`src/rtl/scanner_pkg.sv`:
```
// rtl/scanner_pkg.sv - shared scanner state codes, 7-segment glyphs and host receiver FSM states
package scanner_pkg;

  localparam logic [2:0] ST_LOW_POWER = 3'd0;
  localparam logic [2:0] ST_STANDBY   = 3'd1;
  localparam logic [2:0] ST_SCANNING  = 3'd2;
  localparam logic [2:0] ST_IDLE      = 3'd3;
  localparam logic [2:0] ST_XFERRING  = 3'd4;
  localparam logic [2:0] ST_FLUSHING  = 3'd5;

  // Active-low segments, bit order {g,f,e,d,c,b,a}
  localparam logic [6:0] HEX0   = 7'b1000000;
  localparam logic [6:0] HEX1   = 7'b1111001;
  localparam logic [6:0] HEX2   = 7'b0100100;
  localparam logic [6:0] HEX3   = 7'b0110000;
  localparam logic [6:0] HEX4   = 7'b0011001;
  localparam logic [6:0] HEX5   = 7'b0010010;
  localparam logic [6:0] HEX6   = 7'b0000010;
  localparam logic [6:0] HEX7   = 7'b1111000;
  localparam logic [6:0] HEX8   = 7'b0000000;
  localparam logic [6:0] HEX9   = 7'b0010000;
  localparam logic [6:0] HEXA   = 7'b0001000;
  localparam logic [6:0] HEXB   = 7'b0000011;
  localparam logic [6:0] HEXC   = 7'b1000110;
  localparam logic [6:0] HEXD   = 7'b0100001;
  localparam logic [6:0] HEXE   = 7'b0000110;
  localparam logic [6:0] HEXF   = 7'b0001110;
  localparam logic [6:0] HEXOFF = 7'b1111111;

  typedef enum logic [2:0] {IDLE, GRANT, WAIT, RECV, DONE} xfer_state_t;

endpackage

```
`src/rtl/seg7_digit.sv`:
```
// rtl/seg7_digit.sv - 4-bit value to active-low 7-segment glyph (0-9, A-F)
module seg7_digit
  import scanner_pkg::*;
(
  input  logic [3:0] value,
  output logic [6:0] seg
);

  always_comb begin
    case (value)
      4'd0:    seg = HEX0;
      4'd1:    seg = HEX1;
      4'd2:    seg = HEX2;
      4'd3:    seg = HEX3;
      4'd4:    seg = HEX4;
      4'd5:    seg = HEX5;
      4'd6:    seg = HEX6;
      4'd7:    seg = HEX7;
      4'd8:    seg = HEX8;
      4'd9:    seg = HEX9;
      4'd10:   seg = HEXA;
      4'd11:   seg = HEXB;
      4'd12:   seg = HEXC;
      4'd13:   seg = HEXD;
      4'd14:   seg = HEXE;
      default: seg = HEXF;
    endcase
  end

endmodule

```
`src/rtl/host_xfer_receiver.sv`:
```
// rtl/host_xfer_receiver.sv - round-robin grant and unit counting for two scanners; HOST_XFER_RECEIVER_HEX_EN adds hex display outputs
module host_xfer_receiver
  import scanner_pkg::*;
#(
  parameter int TIMEOUT_CYC = 8,
  parameter int TOTAL_W     = 12,
  parameter int BUF_UNITS   = 10
) (
  input  logic               clk,
  input  logic               reset,
  input  logic               scan1_ready,
  input  logic               scan2_ready,
  input  logic [2:0]         scan1_state,
  input  logic [2:0]         scan2_state,
  input  logic [3:0]         scan1_prog,
  input  logic [3:0]         scan2_prog,
  output logic               scan1_start,
  output logic               scan2_start,
  output logic               busy,
  output logic               active_src,
  output logic [3:0]         units_rx,
  output logic [TOTAL_W-1:0] total_rx,
  output logic               xfer_done,
  output logic               err_timeout,
  output logic               err_short
`ifdef HOST_XFER_RECEIVER_HEX_EN
  ,
  output logic [6:0]         hex_src,
  output logic [6:0]         hex_tens,
  output logic [6:0]         hex_ones
`endif
);

  localparam int         TMR_W  = $clog2(TIMEOUT_CYC) + 1;
  localparam int         SUM_W  = TOTAL_W + 1;
  localparam logic [3:0] BUF_U4 = 4'(BUF_UNITS);

  xfer_state_t        state, state_nx;
  logic [TMR_W-1:0]   timer, timer_nx;
  logic               rr_pref, rr_pref_nx;   // source that wins when both are ready
  logic [3:0]         prev_prog, prev_prog_nx;
  logic               src_nx;
  logic [3:0]         units_nx;
  logic [TOTAL_W-1:0] total_nx;
  logic               err_to_nx, err_sh_nx;
  logic [2:0]         g_state;
  logic [3:0]         g_prog;
  logic [SUM_W-1:0]   total_sum;

  assign g_state   = active_src ? scan2_state : scan1_state;
  assign g_prog    = active_src ? scan2_prog  : scan1_prog;
  assign total_sum = {1'b0, total_rx} + SUM_W'(units_rx);

  always_comb begin
    state_nx     = state;
    timer_nx     = timer;
    rr_pref_nx   = rr_pref;
    prev_prog_nx = prev_prog;
    src_nx       = active_src;
    units_nx     = units_rx;
    total_nx     = total_rx;
    err_to_nx    = err_timeout;
    err_sh_nx    = err_short;
    case (state)
      IDLE: begin
        if (scan1_ready || scan2_ready) begin
          state_nx   = GRANT;
          src_nx     = (scan1_ready && scan2_ready) ? rr_pref : scan2_ready;
          rr_pref_nx = ~src_nx;
          units_nx   = '0;
        end
      end
      GRANT: begin
        state_nx = WAIT;
        timer_nx = '0;
      end
      WAIT: begin
        if (g_state == ST_XFERRING) begin
          state_nx     = RECV;
          prev_prog_nx = g_prog;
        end else begin
          timer_nx = timer + TMR_W'(1);
          if (timer_nx == TMR_W'(TIMEOUT_CYC - 1)) begin
            err_to_nx = 1'b1;
            state_nx  = IDLE;
          end
        end
      end
      RECV: begin
        // A progress step seen in the same cycle the scanner leaves xferring still counts
        if (g_prog != prev_prog) begin
          prev_prog_nx = g_prog;
          if (units_rx != 4'hF) units_nx = units_rx + 4'd1;
        end
        if (g_state != ST_XFERRING) state_nx = DONE;
      end
      DONE: begin
        state_nx = IDLE;
        total_nx = total_sum[TOTAL_W] ? '1 : total_sum[TOTAL_W-1:0];
        if (units_rx < BUF_U4) err_sh_nx = 1'b1;
      end
      default: state_nx = IDLE;
    endcase
  end

  always_ff @(posedge clk or posedge reset) begin
    if (reset) begin
      state       <= IDLE;
      timer       <= '0;
      rr_pref     <= 1'b0;
      prev_prog   <= '0;
      active_src  <= 1'b0;
      units_rx    <= '0;
      total_rx    <= '0;
      err_timeout <= 1'b0;
      err_short   <= 1'b0;
      scan1_start <= 1'b0;
      scan2_start <= 1'b0;
      busy        <= 1'b0;
      xfer_done   <= 1'b0;
    end else begin
      state       <= state_nx;
      timer       <= timer_nx;
      rr_pref     <= rr_pref_nx;
      prev_prog   <= prev_prog_nx;
      active_src  <= src_nx;
      units_rx    <= units_nx;
      total_rx    <= total_nx;
      err_timeout <= err_to_nx;
      err_short   <= err_sh_nx;
      scan1_start <= (state_nx == GRANT) && !src_nx;
      scan2_start <= (state_nx == GRANT) && src_nx;
      busy        <= (state_nx != IDLE);
      xfer_done   <= (state_nx == DONE);
    end
  end

`ifdef HOST_XFER_RECEIVER_HEX_EN
  logic [3:0] src_val, tens_val, ones_val;
  logic [6:0] src_seg;

  assign src_val  = {3'b000, active_src} + 4'd1;
  assign tens_val = (units_rx >= 4'd10) ? 4'd1 : 4'd0;
  assign ones_val = (units_rx >= 4'd10) ? units_rx - 4'd10 : units_rx;
  assign hex_src  = busy ? src_seg : HEXOFF;

  seg7_digit u_src  (.value(src_val),  .seg(src_seg));
  seg7_digit u_tens (.value(tens_val), .seg(hex_tens));
  seg7_digit u_ones (.value(ones_val), .seg(hex_ones));
`endif

endmodule
```
`config.mk`:
```
export PLATFORM = sky130hd
export DESIGN_NAME = host_xfer_receiver
export DESIGN_NICKNAME = d
export VERILOG_FILES = /design/src/rtl/scanner_pkg.sv /design/src/rtl/seg7_digit.sv /design/src/rtl/host_xfer_receiver.sv
export SDC_FILE = /design/constraint.sdc
export NUM_CORES = 1
export LEC_CHECK = 0
export BUFFER_PORTS_ARGS = -buffer_cell sky130_fd_sc_hd__buf_2
export CAP_MARGIN = 0
export CELL_PAD_IN_SITES_DETAIL_PLACEMENT = 1
export CELL_PAD_IN_SITES_GLOBAL_PLACEMENT = 1
export CORE_MARGIN = 3
export CORE_UTILIZATION = 30
export DETAILED_ROUTE_END_ITERATION = 7
export PLACE_DENSITY_LB_ADDON = 0.1
export SLEW_MARGIN = 5
export SYNTH_ARGS = -nofsm -noshare
export SYNTH_HDL_FRONTEND = slang
export SYNTH_SLANG_ARGS = --single-unit
```
`constraint.sdc`:
```
create_clock -name clk -period 4.25 [get_ports clk]
set_input_delay 0.85 -clock clk [delete_from_list [all_inputs] [get_ports clk]]
set_output_delay 0.85 -clock clk [all_outputs]
set_load 0.1 [all_outputs]
```
==> flow_summary.ini, run 1 <==
[timing]
fin_crit_ns = 2.242
drv_slew = 0
tightest_slew_ns = 0.8028
holdWs_ns = 0.4544
min_period_over_period_pct = 52.75
maxSlewHeadroom_pct = 46.42
setup_viol = 0
skew_ns = 0.003457
rsz0062_at_grt = no
tns_ns = 0
fmax_mhz = 446.0
finalHoldViolCount = 0

[power]
p_seq_share_pct = 35.2
p_int_uw = 760.9
pwr-share-comb_pct = 50.7
pwr_density_cell_nw_per_um2 = 712.9
vdd_ir_drop_max_mv = 0.4393
p_leak_uw = 0.001098
swShare_pct = 53.64
power_switching_uw = 880.4
p_clk_share_pct = 14.1

[worst_setup_path]
endpoint_kind = primary output
rr_worst_depth = 8
worstPathArrival_ns = 1.39
crit_fanout = 9
crit_path_start_kind = flop
cp.depth = 1
cp_top_family = flip-flops
reg2reg_setup_slack_ns = 2.09
max_stage_delay_ns = 0.60
required_ns = 3.40
crit_chain = buf_2
crit_path_top_delay_cell = dfrtp_1
path_buf_inv = 1
path_class = flop to primary output

[global_routing]
grt_remaining_overflow = 0
grt_pass1_vias = 1642
grt_usage_pct = 13.13
antenna_found_initial = 0
grt_max_degree = 22
grt_pass1_wl_mm = 7.935

[routing]
drc = 0
met2WireLength_mm = 2.113
vias = 1591
avgRoutedWirePerCell_um = 14.87
via_per_inst = 5.099
wl_met1_mm = 2.370
dr_wl_met3_um = 120
routed_wl_mm = 4.640
postRouteAntennaNets = 0
drt-initial-drc-count = 41
highest_layer = met4
drt_first_pass_iters = 2

[clock_network]
cts-htree-levels = 2
path_clk_slew_ns = 0.07
numCtsBuffers = 5
cts.hold.buffers_added = 0
cts_tree = built
clockRootBuffer = clkbuf_8
clock-sinks = 35
clk_path_buf_depth = 2
cts_setup_buffers = 0
cts_resized = 0
clkLatencyLatePin_ns = 0.28

[placement]
gp_congestion = 0.7773
io_buffer_count = 40
hpwl_mm = 3.552

[logic_synthesis]
synthArstFlopShare_pct = 100.0
synth_nets = 220
ys_top_cells_by_area = dfrtp_1, mux2i_1, ha_1
syn-mean-instance-area_sq_um = 10.06
synth.distinct_cells = 53
syn-cell-area_sq_um = 1952
synth_top_cell_by_area = dfrtp_1
yosysSeqAreaShare_pct = 44.87
yosys.area.top_type_share_pct = 44.87
synth-seq-cells = 35
synthCells = 194
yosysWarnings = 0
synth_ff_type = dfrtp_1
synth_edf_count = 0

[cells_and_area]
mostFrequentLayoutCells = buf_2, dfrtp_1, nand2_1
nNetsFinal = 262
seq_area_sq_um = 875.8
area_growth_pct = 17.95
nFillCells = 753
multi_input_comb_area_sq_um = 994.7
layout-drive-gt1-share_pct = 24.47
antenna_cells = 0
mostFrequentLayoutCell = buf_2

[die]
die_w_um = 86.66
die_area_sq_um = 7510
row_count = 28
initial_core_util_pct = 32.02
die_h_um = 86.66
coreArea_sq_um = 6096
io_pins = 41

[min_path]
worstHoldPathCells = 1
worstHoldPathType = flop to flop

[run]
cap_violations = 0

[status]
outcome = complete, no violations
==> layout make-up <==
cell class,count,area share (%)
inverters,13,2.120
multi-input cells,140,43.21
flip-flops and latches,35,38.04
well taps,75,4.076
clock inverters,1,0.2174
clock buffers,7,3.315
repair buffers,41,9.022
==> sequential cells by signal, indices dropped and copies added, names as in the netlist <==
| signal | cells |
|---|---|
| active_src | 1 |
| busy | 1 |
| err_short | 1 |
| err_timeout | 1 |
| prev_prog | 4 |
| rr_pref | 1 |
| scan1_start | 1 |
| scan2_start | 1 |
| state | 3 |
| timer | 4 |
| total_rx | 12 |
| units_rx | 4 |
| xfer_done | 1 |
==> power by group through the flow <==
| stage | Sequential, uW | Clock (uW) | Combinational [uW] |
|---|---|---|---|
| 6_report | 578 | 231 | 832 |
| 5_1_grt | 601 | 259 | 904 |
| 4_1_cts | 582 | 244 | 845 |
| 3_5_place_dp | 588 | 0 | 846 |
| 3_3_place_gp | 588 | 0 | 837 |
| 2_1_floorplan | 884 | 0 | 385 |
==> through the flow <==
stage | cell area (sq um) | worst slack [ns] | std cells | utilization, % | total power [uW]
final | 2302 | 2.008 | 312 | 37.77 | 1641
after global routing | 2302 | 1.871 | 312 | 37.77 | 1764
after CTS | 2302 | 1.974 | 312 | 37.77 | 1671
after detailed placement | 2221 | 1.810 | 304 | 36.43 | 1434
after global placement | 2221 | 1.893 | 304 | 36.43 | 1425
after floorplan | 1952 | 1.739 | 194 | - | 1270
==> metal layers <==
layer | track usage (%) | vias to the layer above
met1 | 17.89 | 780
met5 | 0 | -
met3 | 2.567 | 4
met2 | 21.35 | 20
li1 | - | 787
met4 | 3.399 | 0
==> cell families (layout without fill, tap and decap cells) <==
| logic type | after synthesis | in the layout | share of synthesized area (%) |
|---|---|---|---|
| fa+ha+maj | 8 | 8 | 5.513 |
| buf+inv | 19 | 62 | 4.167 |
| xor+xnor | 7 | 7 | 3.141 |
| compound gates | 50 | 50 | 17.18 |
| simple gates | 62 | 62 | 18.08 |
| mux | 13 | 13 | 7.051 |
| flops | 35 | 35 | 44.87 |
==> final timing paths <==
kind / from / end
hold / removal: err_short / err_short
hold reg to reg: err_short / err_short
min in group asynchronous: reset / total_rx[9]
max in group asynchronous: reset / total_rx[1]
setup reg to reg: units_rx[0] / total_rx[9]
setup / recovery: active_src / active_src
==> Yosys cell counts (all sizes together), types with 2 or more instances <==
master and number:
a31oi 3, xnor2 4, o21a 2, o21bai 3, nor4 3, nor2b 2
or4 2, xor2 3, ha 7, inv 13, nand3 7, nand2 17
o211ai 4, buf 3, a21o 3, mux2 3, dfrtp 35, o21ai 16
clkbuf 3, nand2b 2, nor3 6, nor2 13, mux2i 10, o2bb2ai 2
a21oi 7
Note: power is estimated with default switching activity, not from simulation.
==> run 2, diff against run 1 <==
- clock period: 4.25 -> 2 ns (I/O delays scaled with it)
==> run 2 against run 1 <==
Non-clock buffer count rose by 10. Largest power group unchanged. Largest cell class unchanged. Routed wire length rose by 6.2%. Highest routed layer unchanged. Total power rose by 130%. Clock skew rose by 0.0066 ns. Worst hold slack got worse by 0.25 ns.
==> flow_summary.ini, run 2 (synthesis gave the netlist of run 1 again) <==
[global_routing]
grt_pass1_wl_mm = 8.500
grt_pass1_vias = 1750
grt_remaining_overflow = 0
antenna_found_initial = 0
grt_usage_pct = 14.44
grt_max_degree = 36

[die]
row_count = 28
io_pins = 41
die_h_um = 86.66
die_w_um = 86.66
coreArea_sq_um = 6096
die_area_sq_um = 7510
initial_core_util_pct = 32.02

[cells_and_area]
seq_area_sq_um = 908.4
layout-drive-gt1-share_pct = 35.63
antenna_cells = 0
regMostFlops = total_rx
largest_reg_flops = 12
area_growth_pct = 26.28
mostFrequentLayoutCells = buf_2, dfrtp_1, nand2_1
nNetsFinal = 272
fin_cells = 322
multi_input_comb_area_sq_um = 1040
mostFrequentLayoutCell = buf_2
nFillCells = 705

[routing]
drc = 0
postRouteAntennaNets = 0
vias = 1617
routed_wl_mm = 4.928
drt-initial-drc-count = 56
drt_first_pass_iters = 3
avgRoutedWirePerCell_um = 15.30
via_per_inst = 5.022

[placement]
gp_congestion = 0.7785
hpwl_mm = 3.647
placedCellCount = 312
io_buffer_count = 40

[worst_setup_path]
endpoint_kind = flop
required_ns = 2.17
crit_path_start_kind = flop
crit_fanout = 6
worstPathArrival_ns = 2.12
path_class = flop to flop

[timing]
finalHoldViolCount = 0
tightest_slew_ns = 0.7339
maxSlewHeadroom_pct = 50.62
rsz0062_at_grt = yes
fmax_mhz = 513.3
drv_slew = 0
min_period_over_period_pct = 97.41
holdWs_ns = 0.2065
setup_viol = 0
skew_ns = 0.01008
fin_crit_ns = 1.948

[min_path]
worstHoldPathType = primary input to asynchronous set/reset pin

[clock_network]
clockRootBuffer = clkbuf_8
cts.hold.buffers_added = 0
cts_tree = built
cts-htree-levels = 2
path_clk_slew_ns = 0.08
numCtsBuffers = 5
clkLatencyLatePin_ns = 0.29
clock-sinks = 35
clk_path_buf_depth = 2

[power]
p_leak_uw = 0.001126
vdd_ir_drop_max_mv = 0.7617
pwr_density_cell_nw_per_um2 = 1516

[status]
outcome = complete, no violations

[run]
cap_violations = 0
[run 2: per-stage QoR]
stage	worst slack, ns	cell area [sq um]	total power, uW	TNS [ns]	util (%)
2_1_floorplan	-0.06130	2024	2776	-0.1829	-
3_3_place_gp	0.08218	2354	3185	0	38.61
3_5_place_dp	0.05388	2354	3223	0	38.61
4_1_cts	0.03310	2445	3780	0	40.11
5_1_grt	-0.04996	2465	4023	-0.1166	40.44
6_report	0.05177	2465	3736	0	40.44
[run 2: layer usage]
layer	GRT usage, %	share of wire, %	vias up
met5	0	0	-
met4	4.249	0.93	0
met3	3.137	2.7	4
met2	23.78	48	20
met1	18.97	48	790
li1	-	-	803
[run 2: final cells by class]
type | instances | share of cell area, %
timing repair buffer | 51 | 11.47
sequential | 35 | 36.85
clock buffer | 7 | 3.503
clock inverter | 1 | 0.2030
tap | 75 | 3.807
inverter | 13 | 1.980
multi-input combinational | 140 | 42.18
[run 2: report_power, final]
group	switching, uW	internal (uW)
Sequential	255	960
Clock	259	278
Combinational	1430	556
Total	1940	1790
[run 2: worst max-delay path, cell delays in order, from the launching register on]
cell and delay (ns):
dfrtp_4 0.52, ha_4 0.18, inv_2 0.05, fa_2 0.20, nor2b_1 0.05, o21a_2 0.24, o211ai_4 0.26, nand2_1 0.08
mux2_2 0.26
[run 2: timing repair]
| action | 4_1_cts | 5_1_grt |
|---|---|---|
| resized for setup | 0 | 2 |
| buffers inserted | 0 | 2 |
| endpoints found under the setup margin | 0 | 8 |
[run 2: final timing paths]
| check | end | slack (ns) | cells after the start | startpoint |
|---|---|---|---|---|
| setup / recovery | total_rx[5] | 0.05 | 8 | units_rx[0] |
| hold / removal | total_rx[2] | 0.21 | 3 | reset |
| setup reg to reg | total_rx[5] | 0.05 | 8 | units_rx[0] |
| hold reg to reg | err_short | 0.45 | 1 | err_short |
| max in group asynchronous | active_src | 1.42 | 3 | reset |
| min in group clk | scan2_start | 0.45 | 3 | scan2_ready |
